### src/rtl/sdcard_schedule_rom.sv
// ============================================================================
// sdcard_schedule_rom
//   Behavioural SD-card model: fixed ASCII schedule file, one line parsed per
//   request into zone / start / stop ASCII fields.
// Revision: 1.0
// ============================================================================
`default_nettype none

module sdcard_schedule_rom #(
   parameter int LINES          = 12,
   parameter int BYTES_PER_LINE = 13
) (
   input  logic        clk,
   input  logic        rst_n,
   input  logic        read_next_line,
   output logic        read_enable,
   output logic [15:0] zone,
   output logic [31:0] start_time,
   output logic [31:0] stop_time
);

   localparam int         ROM_BYTES = LINES * BYTES_PER_LINE;
   localparam logic [7:0] LAST_ADDR = 8'(ROM_BYTES - 1);
   localparam logic [7:0] CH_COMMA  = 8'h2C;
   localparam logic [7:0] CH_CR     = 8'h0D;
   localparam logic [7:0] CH_LF     = 8'h0A;

   typedef enum logic [0:0] {
      S_IDLE  = 1'b0,
      S_FETCH = 1'b1
   } state_t;

   // File contents: line k is "ZZ,HH00,HH30\n" with ZZ = k+1 and HH = 6+k.
   function automatic logic [7:0] rom_init(input int a);
      int line;
      int pos;
      int zn;
      int hh;
      int ch;
      line = a / BYTES_PER_LINE;
      pos  = a % BYTES_PER_LINE;
      zn   = line + 1;
      hh   = 6 + line;
      case (pos)
         0:       ch = 48 + (zn / 10);
         1:       ch = 48 + (zn % 10);
         2, 7:    ch = 44;
         3, 8:    ch = 48 + (hh / 10);
         4, 9:    ch = 48 + (hh % 10);
         10:      ch = 51;
         12:      ch = 10;
         default: ch = 48;
      endcase
      return 8'(ch);
   endfunction

   logic [7:0] rom [0:ROM_BYTES-1];

   generate
      for (genvar i = 0; i < ROM_BYTES; i++) begin : g_rom
         assign rom[i] = rom_init(i);
      end
   endgenerate

   state_t      state_q,       state_d;
   logic [7:0]  addr_q,        addr_d;
   logic [1:0]  fidx_q,        fidx_d;
   logic [15:0] wzone_q,       wzone_d;
   logic [31:0] wstart_q,      wstart_d;
   logic [31:0] wstop_q,       wstop_d;
   logic        read_enable_q, read_enable_d;
   logic [15:0] zone_q,        zone_d;
   logic [31:0] start_time_q,  start_time_d;
   logic [31:0] stop_time_q,   stop_time_d;
   logic [7:0]  rom_byte;

   assign rom_byte = rom[addr_q];

   always_comb begin
      state_d       = state_q;
      addr_d        = addr_q;
      fidx_d        = fidx_q;
      wzone_d       = wzone_q;
      wstart_d      = wstart_q;
      wstop_d       = wstop_q;
      read_enable_d = 1'b0;
      zone_d        = zone_q;
      start_time_d  = start_time_q;
      stop_time_d   = stop_time_q;

      case (state_q)
         S_IDLE: begin
            if (read_next_line) begin
               state_d  = S_FETCH;
               fidx_d   = 2'd0;
               wzone_d  = '0;
               wstart_d = '0;
               wstop_d  = '0;
            end
         end
         S_FETCH: begin
            addr_d = (addr_q == LAST_ADDR) ? 8'd0 : addr_q + 8'd1;
            if (rom_byte == CH_LF) begin
               zone_d        = wzone_q;
               start_time_d  = wstart_q;
               stop_time_d   = wstop_q;
               read_enable_d = 1'b1;
               fidx_d        = 2'd0;
               state_d       = S_IDLE;
            end else if (rom_byte == CH_COMMA) begin
               // Extra commas stay in the stop field rather than wrapping.
               if (fidx_q != 2'd2) begin
                  fidx_d = fidx_q + 2'd1;
               end
            end else if (rom_byte != CH_CR) begin
               case (fidx_q)
                  2'd0:    wzone_d  = {wzone_q[7:0], rom_byte};
                  2'd1:    wstart_d = {wstart_q[23:0], rom_byte};
                  default: wstop_d  = {wstop_q[23:0], rom_byte};
               endcase
            end
         end
         default: state_d = S_IDLE;
      endcase
   end

   always_ff @(posedge clk or negedge rst_n) begin
      if (!rst_n) begin
         state_q       <= S_IDLE;
         addr_q        <= 8'd0;
         fidx_q        <= 2'd0;
         wzone_q       <= '0;
         wstart_q      <= '0;
         wstop_q       <= '0;
         read_enable_q <= 1'b0;
         zone_q        <= '0;
         start_time_q  <= '0;
         stop_time_q   <= '0;
      end else begin
         state_q       <= state_d;
         addr_q        <= addr_d;
         fidx_q        <= fidx_d;
         wzone_q       <= wzone_d;
         wstart_q      <= wstart_d;
         wstop_q       <= wstop_d;
         read_enable_q <= read_enable_d;
         zone_q        <= zone_d;
         start_time_q  <= start_time_d;
         stop_time_q   <= stop_time_d;
      end
   end

   assign read_enable = read_enable_q;
   assign zone        = zone_q;
   assign start_time  = start_time_q;
   assign stop_time   = stop_time_q;

endmodule

`default_nettype wire

### config.mk
export PLATFORM = sky130hd
export DESIGN_NAME = sdcard_schedule_rom
export DESIGN_NICKNAME = d
export VERILOG_FILES = /design/src/rtl/sdcard_schedule_rom.sv
export SDC_FILE = /design/constraint.sdc
export NUM_CORES = 1
export LEC_CHECK = 0
export ABC_AREA = 1
export CAP_MARGIN = 20
export CORE_ASPECT_RATIO = 1.75
export CORE_MARGIN = 10
export CORE_UTILIZATION = 30
export DETAILED_ROUTE_END_ITERATION = 12
export DONT_BUFFER_PORTS = 1
export PLACE_DENSITY_LB_ADDON = 0.05
export SLEW_MARGIN = 30
export SYNTH_ARGS = -nofsm -noshare
export SYNTH_HDL_FRONTEND = slang
export SYNTH_SLANG_ARGS = --single-unit
### constraint.sdc
create_clock -name clk -period 5.8 [get_ports clk]
set_input_delay 0.87 -clock clk [delete_from_list [all_inputs] [get_ports clk]]
set_output_delay 0.87 -clock clk [all_outputs]
set_load 0.01 [all_outputs]
==> results.md, run 1 <==
- Worst reg2reg path depth: 17
- Worst path max stage delay: 0.84 ns
- Number of CTS-inserted buffers: 17
- DRT antenna net count: 0
- R2R Path End: wstop_q[20]$_DFFE_PN0P_
- CP max stage cell: dfrtp_1
- Post-route minimum period: 4.06 ns
- Via/cell ratio: 4.71
- Core Area: 0.0234 mm²
- Overall die height: 224 µm
- WS Path Type: flip-flop to flip-flop
- Hold Violations, Final: 0
- Slew Viols, Final: 0
- CTS clk-pin slew, worst paths: 0.06 ns
- R2r setup slk: between 1.5 and 2 ns
- Status: finished clean
- DP HPWL: around 16000 µm
- Crit end category: flip-flop
- Htree depth: 4
- Setup_tns: 0 ns
- Number of global-route vias before repair: ~6300
- First-pass DRT Iterations: 5
- Synth Warn #: 0
- Syn Area/Cell: 7.04 µm²
- Final instance area: 0.00782 mm²
- RSZ-0062 raised after global routing: no
- Most frequent cells in the layout: 486 x nand2_1, 131 x dfrtp_1, 113 x nand3_1, 78 x inv_1, 53 x nor2_1
- VDD IR-drop max: about 290 µV
- Most common cell after layout, fill and taps aside: nand2_1
- Insertion delay to the later sink of the worst-skew pair: 0.43 ns
- Largest net degree at the start of global routing: 133
- Clk root buf: clkbuf_16
- Resize count post-CTS: 0
- Peak Freq: between 200 and 250 MHz
- MaxCap Viol Count: 0
- Final Cycle Share: 69.9%
- Gr ovfl total: 0
- Worst path required time: 6.12 ns
- RePlAce Congestion: 0.920
- Clock Sinks: ~130
- Placed cell areas: ~0.0072 mm²
- Worst Setup Start Kind: flip-flop
- Synthesized instance count: 1012
- HP Class: primary input to asynchronous set/reset pin
- Worst R2R Start: addr_q[2]$_DFFE_PN0P_
- Wirelength per Cell: between 15 and 20 µm
- Lkg Pwr: 4.55 nW
- Fillcell total: 2605
- Initial Util: 30.4%
- Hold_buf cts: 0
- PD cells: slightly below 700 mW/mm²
- First-pass GRT wire length: ~37000 µm
- Final WL: about 24000 µm
- Routed vias: 6141
- Cell mode on critical path: nand2_1
- Clock Path Buffers: 2
- DRT iter0 DRCs: 380
- Inserted Diodes: 0
- FP Rows: 74
- Worst-Margin Slew: 0.898 ns
- Seq/Total Area, Yosys: 46.3%
- Initial antenna violation count: 0
- Num ports: 84
- Relative slew slack: 40.1%
- Port-buffer cells: 0
- Syn-to-layout area delta: 9.66%
- Seq cells post-synth: approximately 130
- Yosys cell types: 29
- Endpoints failing setup: 0
- Leading area contributor after synthesis: dfrtp_1
- Full die area: 0.0306 mm²
- CTS tree: built
- Global-route usage over all layers: 15.7%
- Synth top area cells: dfrtp_1 46%, nand2_1 26%, nand3_1 8.0%
- Post-CTS Setup Inserts: 0
- Nets@finish: 1003
- Worst path cell trace: inv_2 -> nand2_1 -> nand3_1 -> nand2_1 -> nand2_1 -> nand2_1 -> nor2_1 -> nor2_1 -> nor2_1 -> nor2_1 -> nor2_1 -> nand3_1 -> nand3_1 -> nand2_2 -> nand2_2 -> nand2_1 -> nand2_1
- Die width: 137 µm
- Final Skew: 0.00756 ns
- Post-synth top area share: 46.3%
- Share of cells above drive strength 1: 5.10%
- Cell area after synthesis: 0.00713 mm²
- Worst EP arrival: 4.37 ns
- Crit Path Max Fanout: 25
- Drt drc: 0
## worst max path at each step
stage,start,endpoint,slack [ns]
floorplan,addr_q[0]$_DFFE_PN0P_,wstart_q[10]$_DFFE_PN0P_,3.26
global placement,addr_q[2]$_DFFE_PN0P_,wstop_q[3]$_DFFE_PN0P_,1.77
detailed placement,addr_q[2]$_DFFE_PN0P_,wstop_q[20]$_DFFE_PN0P_,1.77
CTS,addr_q[2]$_DFFE_PN0P_,wstop_q[20]$_DFFE_PN0P_,1.77
global route,addr_q[2]$_DFFE_PN0P_,wstop_q[26]$_DFFE_PN0P_,1.30
finish,addr_q[2]$_DFFE_PN0P_,wstop_q[20]$_DFFE_PN0P_,1.74
## metal layers
metal  part of all wire (%)  vias up  global-route usage [%]
li1                       -     3035                       -
met1                     37     2901                    16.4
met2                     54      148                    28.3
met3                    3.9       57                    2.94
met4                    4.7        0                    9.24
met5                      0        -                       0
## area by class of cell
type,instances,area (µm²),area share [%]
multi-input combinational,746,3200,41.0
inverter,84,315,4.03
tap,304,380,4.87
sequential,132,3310,42.3
clock inverter,8,75.1,0.961
timing repair buffer,6,45.0,0.576
clock buffer,24,492,6.29
## report_power, final
group	internal, W	leakage [nW]	switching [W]	total [W]
clock network	0.000632	0.268	0.000416	0.00105
logic	0.000764	2.55	0.00182	0.00259
registers	0.00129	1.73	0.000472	0.00177
total	0.00269	4.55	0.00271	0.00540
## critical path: cells and delay by family (launching register included)
kind / cells / cell delay [ns]
flip-flops: 1 / 0.84
buffers and inverters: 1 / 0.30
AND/OR/NAND/NOR: 16 / 2.78
## per-stage QoR
| step | power (W) | worst slack (ns) | instances | util (%) | hold slack, ns |
|---|---|---|---|---|---|
| final | 0.00540 | 1.74 | 1304 | 33.4 | 0.137 |
| after global routing | 0.00590 | 1.30 | 1304 | 33.4 | 0.114 |
| after CTS | 0.00547 | 1.77 | 1304 | 33.4 | 0.107 |
| after detailed placement | 0.00439 | 1.77 | 1272 | 30.9 | 0.460 |
| after global placement | 0.00442 | 1.77 | 1272 | 30.9 | 0.457 |
| after floorplan | 0.00359 | 3.26 | 1031 | - | 0.442 |
## cells by family (layout without fill, tap and decap cells)
logic type                 after synthesis  count (layout)  synth area share [%]
buffers and inverters                  153             122                  9.81
AOI/OAI and AO/OA                       36              36                  2.97
xor gates and xnor gates                 3               3                 0.369
adders and majority gates               13              13                  2.28
other                                    1              20                0.0526
DFF                                    132             132                  46.3
and+or+nand+nor                        674             674                  38.2
## cells in the mapped netlist
cell        n
nand2_1   486
dfrtp_1   132
nand3_1   114
inv_1      78
nor2_1     53
buf_2      28
buf_4      24
clkbuf_1   14
ha_1       13
o21ai_0    13
a21oi_1     8
nand4_1     7
o21ai_1     6
inv_2       5
nor3_1      5
nand2_2     4
buf_1       3
o22ai_1     3
or2_2       3
xor2_1      3
a21boi_0    2
a211oi_1    1
a31oi_1     1
a31oi_4     1
clkinv_1    1
conb_1      1
nor2_2      1
nor3b_1     1
o21bai_1    1
## sequential cells by signal, indices dropped and copies added (netlist names)
register,count
wzone_q,12
wstop_q,24
start_time,24
addr_q,8
read_enable,1
zone,12
state_q,1
stop_time,24
wstart_q,24
fidx_q,2
(Power assumes the default switching activity.)
==> inputs of run 2 (changes only) <==
Clock period 5.8 ns to 3.57 ns, I/O delays scaled along.
==> results.md, run 2 (synthesized netlist as in run 1, its figures left out) <==
- Final std cells w/o fill: 1329 (was 1304)
- Num ports: 84 (unchanged)
- Area of the multi-input gates: 0.00320 mm² (unchanged)
- Overall die height: 224 µm (unchanged)
- Routed vias: 6195 (was 6141)
- DRT iter0 DRCs: 353 (was 380)
- PD cells: 1140 mW/mm² (was 691 mW/mm²)
- Lkg Pwr: 4.73 nW (was 4.55 nW)
- Worst path max stage delay: 0.49 ns (was 0.84 ns)
- Die width: 137 µm (unchanged)
- Fillcell total: 2601 (was 2605)
- CP max stage cell: dfrtp_1 (unchanged)
- FP Rows: 74 (unchanged)
- Endpoints failing setup: 0 (unchanged)
- Slew Viols, Final: 0 (unchanged)
- WS Path Type: flip-flop to flip-flop (unchanged)
- Full die area: 0.0306 mm² (unchanged)
- Core Area: 0.0234 mm² (unchanged)
- Hold Violations, Final: 132 (was 0)
- Status: finished with violations (was finished clean)
- Htree depth: 4 (unchanged)
- Worst path cell trace: inv_1 -> ha_1 -> inv_1 -> nand2_1 -> nand2_1 -> a211oi_1 -> nor2_1 -> o21bai_1 -> nor2_1 -> a31oi_4 -> buf_12 -> nand2_2 -> buf_12 -> nand2_1 -> nand2_1 (was inv_2 -> nand2_1 -> nand3_1 -> nand2_1 -> nand2_1 -> nand2_1 -> nor2_1 -> nor2_1 -> nor2_1 -> nor2_1 -> nor2_1 -> nand3_1 -> nand3_1 -> nand2_2 -> nand2_2 -> nand2_1 -> nand2_1)
- Final Skew: 0.0139 ns (was 0.00756 ns)
- Placed Instances: 1297 (was 1272)
- Failing checks: hold timing
- Overall power: 0.00926 W (was 0.00540 W)
- VDD IR-drop max: 457 µV (was 288 µV)
- Post-CTS Setup Inserts: 0 (unchanged)
- Peak Freq: 305 MHz (was 247 MHz)
- Crit end category: flip-flop (unchanged)
- Insertion delay to the later sink of the worst-skew pair: 0.44 ns (was 0.43 ns)
- Worst R2R Start: addr_q[0]$_DFFE_PN0P_ (was addr_q[2]$_DFFE_PN0P_)
- Nets@finish: 1028 (was 1003)
- Most common cell after layout, fill and taps aside: nand2_1 (unchanged)
- Worst-Margin Slew: 0.557 ns (was 0.898 ns)
- HP Class: primary input to asynchronous set/reset pin (unchanged)
- Most frequent cells in the layout: 486 x nand2_1, 131 x dfrtp_1, 113 x nand3_1, 78 x inv_1, 53 x nor2_1 (unchanged)
- Worst EP arrival: 3.59 ns (was 4.37 ns)
- Drt drc: 0 (unchanged)
- Final WL: 23300 µm (was 23600 µm)
- Gr ovfl total: 0 (unchanged)
- Syn-to-layout area delta: 14.1% (was 9.66%)
- Worst path bufs/invs: 4 (was 1)
- Inserted Diodes: 0 (unchanged)
- Worst setup startpoint: addr_q[0]$_DFFE_PN0P_ (was addr_q[2]$_DFFE_PN0P_)
- Post-Place Setup Slack: 0.323 ns (was 1.77 ns)
- Initial Util: 30.4% (unchanged)
- Largest net degree at the start of global routing: 133 (unchanged)
- Number of CTS-inserted buffers: 17 (unchanged)
- Cell family with most CP delay: simple AND/OR/NAND/NOR gates (unchanged)
- CTS clk-pin slew, worst paths: 0.06 ns (about the same)
- Setup_tns: 0 ns (unchanged)
- Worst path required time: 3.89 ns (was 6.12 ns)
- RSZ-0062 raised after global routing: no (unchanged)
- First-pass DRT Iterations: 7 (was 5)
- Worst setup margin: 0.295 ns (was 1.74 ns)
- First-pass GRT wire length: 36700 µm (was 36900 µm)
- Register area: 0.00330 mm² (was 0.00331 mm²)
- RePlAce Congestion: 0.998 (was 0.920)
- Final Cycle Share: 91.7% (was 69.9%)
- Post-route minimum period: 3.27 ns (was 4.06 ns)
- DP HPWL: 16900 µm (was 16400 µm)
- Clk root buf: clkbuf_16 (unchanged)
- Worst Setup Start Kind: flip-flop (unchanged)
- Number of global-route vias before repair: 6306 (was 6265)
- DRT antenna net count: 0 (unchanged)
- Clock Path Buffers: 2 (unchanged)
- CTS tree: built (unchanged)
- Port-buffer cells: 0 (unchanged)
- Clock Sinks: 132 (unchanged)
- Relative slew slack: 62.8% (was 40.1%)
- Via/cell ratio: 4.66 (was 4.71)
- Share of cells above drive strength 1: 7.71% (was 5.10%)
- MaxCap Viol Count: 0 (unchanged)
- Crit Path Max Fanout: 40 (was 25)
- Wirelength per Cell: 17.5 µm (was 18.1 µm)
- Cell mode on critical path: nand2_1 (unchanged)
- WHS: -0.193 ns (was 0.137 ns)
- Global-route usage over all layers: 15.6% (was 15.7%)
- Initial antenna violation count: 0 (unchanged)
==> run 2: area by class of cell <==
class	instances	share of cell area, %
clock buffers	20	5.74
flip-flops and latches	132	40.6
inverters	84	3.88
repair buffers	31	3.79
multi-input cells	746	39.4
well taps	304	4.68
clock inverters	12	1.89
==> run 2: worst reg2reg max path, delay by kind of cell (launching register included) <==
family,cells,cell delay [ns]
AO/OA/AOI/OAI,3,0.71
adder cells (fa/ha/maj),1,0.47
AND/OR/NAND/NOR,7,0.81
flip-flops,1,0.49
buffers and inverters,4,0.68
==> run 2: stage by stage <==
step | utilization (%) | hold WS, ns | instance area, µm²
after floorplan | - | 0.240 | 7200
after global placement | 32.1 | 0.247 | 7510
after detailed placement | 32.1 | 0.247 | 7510
after CTS | 34.7 | -0.239 | 8130
after global routing | 34.7 | -0.225 | 8130
final | 34.7 | -0.193 | 8130
==> run 2: final timing paths <==
check                                                   to  slack, ns  depth (start not counted)
worst min register to register    wstart_q[28]$_DFFE_PN0P_       0.47                          2
worst min-delay path            start_time[17]$_DFFE_PN0P_      -0.19                          0
min in group clk                         state_q$_DFF_PN0_       0.34                          2
max in group asynchronous        stop_time[16]$_DFFE_PN0P_       3.60                          0
worst max-delay path               wstart_q[4]$_DFFE_PN0P_       0.30                         15
worst max register to register     wstart_q[4]$_DFFE_PN0P_       0.30                         15
==> run 2: layer usage <==
metal / global-route usage, % / wire [µm] / vias up
li1: - / - / 3100
met1: 15.9 / 8600 / 2893
met2: 27.5 / 12300 / 141
met3: 3.47 / 958 / 61
met4: 10.6 / 1380 / 0
met5: 0 / 0 / -
==> run 2: power breakdown <==
| group | total, W | switching (W) | leakage, nW | internal (W) |
|---|---|---|---|---|
| clock network | 0.00184 | 0.000684 | 0.298 | 0.00115 |
| registers | 0.00277 | 0.000665 | 1.73 | 0.00210 |
| logic | 0.00465 | 0.00311 | 2.70 | 0.00154 |
==> run 2: repair_timing <==
item                                    4_1_cts  5_1_grt
endpoints found under the setup margin        0       55
hold endpoints to repair                    132      132
resized for setup                             0        1
==> inputs of run 3 (changes only) <==
Settings changed: ABC_AREA 1 to unset.
==> results.md, run 3 <==
- RePlAce Congestion: 0.871 (was 0.998)
- Worst setup margin: 0.161 ns (was 0.295 ns)
- Hold Violations, Final: 0 (was 132)
- Num ports: 84 (unchanged)
- CP max stage cell: or3b_2 (was dfrtp_1)
- Final std cells w/o fill: 1010 (was 1329)
- MaxCap Viol Count: 0 (unchanged)
- Synth top area cells: dfrtp_1 46%, mux2_4 8.3%, mux2i_1 7.3% (was dfrtp_1 46%, nand2_1 26%, nand3_1 8.0%)
- Lkg Pwr: 4.09 nW (was 4.73 nW)
- Crit Path Max Fanout: 25 (was 40)
- First-pass DRT Iterations: 4 (was 7)
- Worst path required time: 3.87 ns (was 3.89 ns)
- Cell family with most CP delay: simple AND/OR/NAND/NOR gates (unchanged)
- Relative slew slack: 52.7% (was 62.8%)
- CTS clk-pin slew, worst paths: 0.06 ns (about the same)
- Wirelength per Cell: 20.9 µm (was 17.5 µm)
- Number of CTS-inserted buffers: 17 (unchanged)
- Worst path max stage delay: 0.45 ns (was 0.49 ns)
- Clk root buf: clkbuf_16 (unchanged)
- Initial Util: 30.3% (was 30.4%)
- Largest net degree at the start of global routing: 133 (unchanged)
- Clock Sinks: 132 (unchanged)
- Most frequent cells in the layout: 131 x dfrtp_1, 67 x nand2_1, 58 x inv_1, 52 x mux2i_1, 45 x buf_4 (was 486 x nand2_1, 131 x dfrtp_1, 113 x nand3_1, 78 x inv_1, 53 x nor2_1)
- Insertion delay to the later sink of the worst-skew pair: 0.42 ns (was 0.44 ns)
- Number of global-route vias before repair: 5204 (was 6306)
- Drt drc: 0 (unchanged)
- Status: finished clean (was finished with violations)
- Via/cell ratio: 4.82 (was 4.66)
- Cell mode on critical path: buf_4 (was nand2_1)
- Seq/Total Area, Yosys: 45.7% (was 46.3%)
- Peak Freq: 293 MHz (was 305 MHz)
- Most used DFF post-synth: dfrtp_1 (unchanged)
- Placed Instances: 974 (was 1297)
- Synth Warn #: 0 (unchanged)
- Syn-to-layout area delta: 15.8% (was 14.1%)
- Nets@finish: 705 (was 1028)
- Synthesized instance count: 663 (was 1012)
- Async SR Flop Fraction: 100% (unchanged)
- Syn Area/Cell: 10.9 µm² (was 7.04 µm²)
- Post-route minimum period: 3.41 ns (was 3.27 ns)
- Most common cell in the netlist: dfrtp_1 (was nand2_1)
- Final WL: 21100 µm (was 23300 µm)
- Final Cycle Share: 95.5% (was 91.7%)
- DRT antenna net count: 0 (unchanged)
- Overall die height: 225 µm (was 224 µm)
- Post-synth EDFFs: 0 (unchanged)
- Seq cells post-synth: 132 (unchanged)
- FP Rows: 75 (was 74)
- Post-synth top cells: 132 x dfrtp_1, 67 x nand2_1, 59 x inv_1 (was 486 x nand2_1, 132 x dfrtp_1, 114 x nand3_1)
- Worst Setup Start Kind: flip-flop (unchanged)
- Endpoints failing setup: 0 (unchanged)
- Die width: 137 µm (about the same)
- RSZ-0062 raised after global routing: no (unchanged)
- Crit end category: flip-flop (unchanged)
- Slew Viols, Final: 0 (unchanged)
- Gr ovfl total: 0 (unchanged)
- Post-Place Setup Slack: -0.168 ns (was 0.323 ns)
- WS Path Type: flip-flop to flip-flop (unchanged)
- VDD IR-drop max: 519 µV (was 457 µV)
- Routed vias: 4864 (was 6195)
- Clock Path Buffers: 2 (unchanged)
- Full die area: 0.0310 mm² (was 0.0306 mm²)
- Final Skew: 0.00828 ns (was 0.0139 ns)
- Share of cells above drive strength 1: 23.2% (was 7.71%)
- Yosys cell types: 67 (was 29)
- Worst EP arrival: 3.71 ns (was 3.59 ns)
- Cell area after synthesis: 0.00723 mm² (was 0.00713 mm²)
- Post-synth top area share: 45.7% (was 46.3%)
- PD cells: 1020 mW/mm² (was 1140 mW/mm²)
- Worst-Margin Slew: 0.699 ns (was 0.557 ns)
- Leading area contributor after synthesis: dfrtp_1 (unchanged)
- Htree depth: 4 (unchanged)
- Worst path cell trace: inv_1 -> ha_4 -> buf_4 -> or3b_2 -> a21oi_1 -> o221ai_1 -> a21oi_2 -> and3_1 -> buf_4 -> nand4b_4 -> buf_12 -> mux2_1 (was inv_1 -> ha_1 -> inv_1 -> nand2_1 -> nand2_1 -> a211oi_1 -> nor2_1 -> o21bai_1 -> nor2_1 -> a31oi_4 -> buf_12 -> nand2_2 -> buf_12 -> nand2_1 -> nand2_1)
- Most common cell after layout, fill and taps aside: dfrtp_1 (was nand2_1)
- DRT iter0 DRCs: 197 (was 353)
- Initial antenna violation count: 0 (unchanged)
- Global-route usage over all layers: 14.2% (was 15.6%)
- Port-buffer cells: 0 (unchanged)
- Inserted Diodes: 0 (unchanged)
- Core Area: 0.0238 mm² (was 0.0234 mm²)
- Worst path bufs/invs: 4 (unchanged)
- DP HPWL: 15700 µm (was 16900 µm)
- First-pass GRT wire length: 32700 µm (was 36700 µm)
- HP Class: primary input to asynchronous set/reset pin (unchanged)
- CTS tree: built (unchanged)
[run 3: cell types whose count changed in the layout (fill, tap and decap cells not counted), moves of 11 or more]
cell	before	now
buf_4	25	45
mux2_1	0	19
mux2_2	0	16
nand2_1	486	67
nand2b_1	0	15
mux2_4	0	40
inv_1	78	58
nand3_1	113	4
mux2i_1	0	52
o21ai_0	12	23
nor2_1	53	17
[run 3: layout make-up]
cell class / count / area (µm²)
inverter: 61 / 229
clock inverter: 13 / 109
fill: 2442 / 15500
tap: 308 / 385
multi-input combinational: 424 / 3400
timing repair buffer: 53 / 497
sequential: 132 / 3300
clock buffer: 19 / 443
[run 3: stage by stage]
step	utilization, %	area [µm²]	TNS (ns)	hold slack (ns)	power [W]
floorplan	-	7300	0	0.240	0.00532
global placement	32.4	7720	-18.32	0.244	0.00681
detailed placement	32.4	7720	-11.16	0.246	0.00680
CTS	34.9	8310	0	-0.228	0.00857
global route	35.1	8370	0	0.119	0.00917
finish	35.1	8370	0	0.0740	0.00853
[run 3: path summary, 6_finish.rpt]
path	start	end	slack (ns)	cells past startpoint
min	rst_n	stop_time[25]$_DFFE_PN0P_	0.07	1
min in group clk	read_next_line	state_q$_DFF_PN0_	0.28	2
max reg2reg	addr_q[1]$_DFFE_PN0P_	start_time[20]$_DFFE_PN0P_	0.16	12
min reg2reg	wstop_q[25]$_DFFE_PN0P_	stop_time[25]$_DFFE_PN0P_	0.48	1
max in group asynchronous	rst_n	wzone_q[4]$_DFFE_PN0P_	2.95	1
max	addr_q[1]$_DFFE_PN0P_	start_time[20]$_DFFE_PN0P_	0.16	12
[run 3: logic make-up after synthesis]
group | synth area share (%)
and+or+nand+nor | 10.4
DFF | 45.7
muxes | 21.4
buffers and inverters | 9.15
AOI/OAI and AO/OA | 10.5
adders and majority gates | 2.25
xor gates and xnor gates | 0.606
other | 0.0519
[run 3: what timing repair did]
item,4_1_cts,5_1_grt
setup buffers,3,0
resized for setup,4,12
endpoints found under the setup margin,120,116
endpoints found under the hold margin,132,132
pin swaps,3,1
[run 3: per-layer routing]
| metal | up-vias | routed length (µm) | GRT usage, % |
|---|---|---|---|
| li1 | 2313 | - | - |
| met1 | 2376 | 7100 | 13.6 |
| met2 | 129 | 12400 | 26.5 |
| met3 | 46 | 825 | 3.44 |
| met4 | 0 | 819 | 7.85 |
| met5 | - | 0 | 0 |
[run 3: power breakdown]
| part | internal, W | switching (W) | leakage (nW) |
|---|---|---|---|
| registers | 0.00201 | 0.000521 | 1.56 |
| clock network | 0.000971 | 0.000671 | 0.269 |
| logic | 0.00194 | 0.00241 | 2.25 |
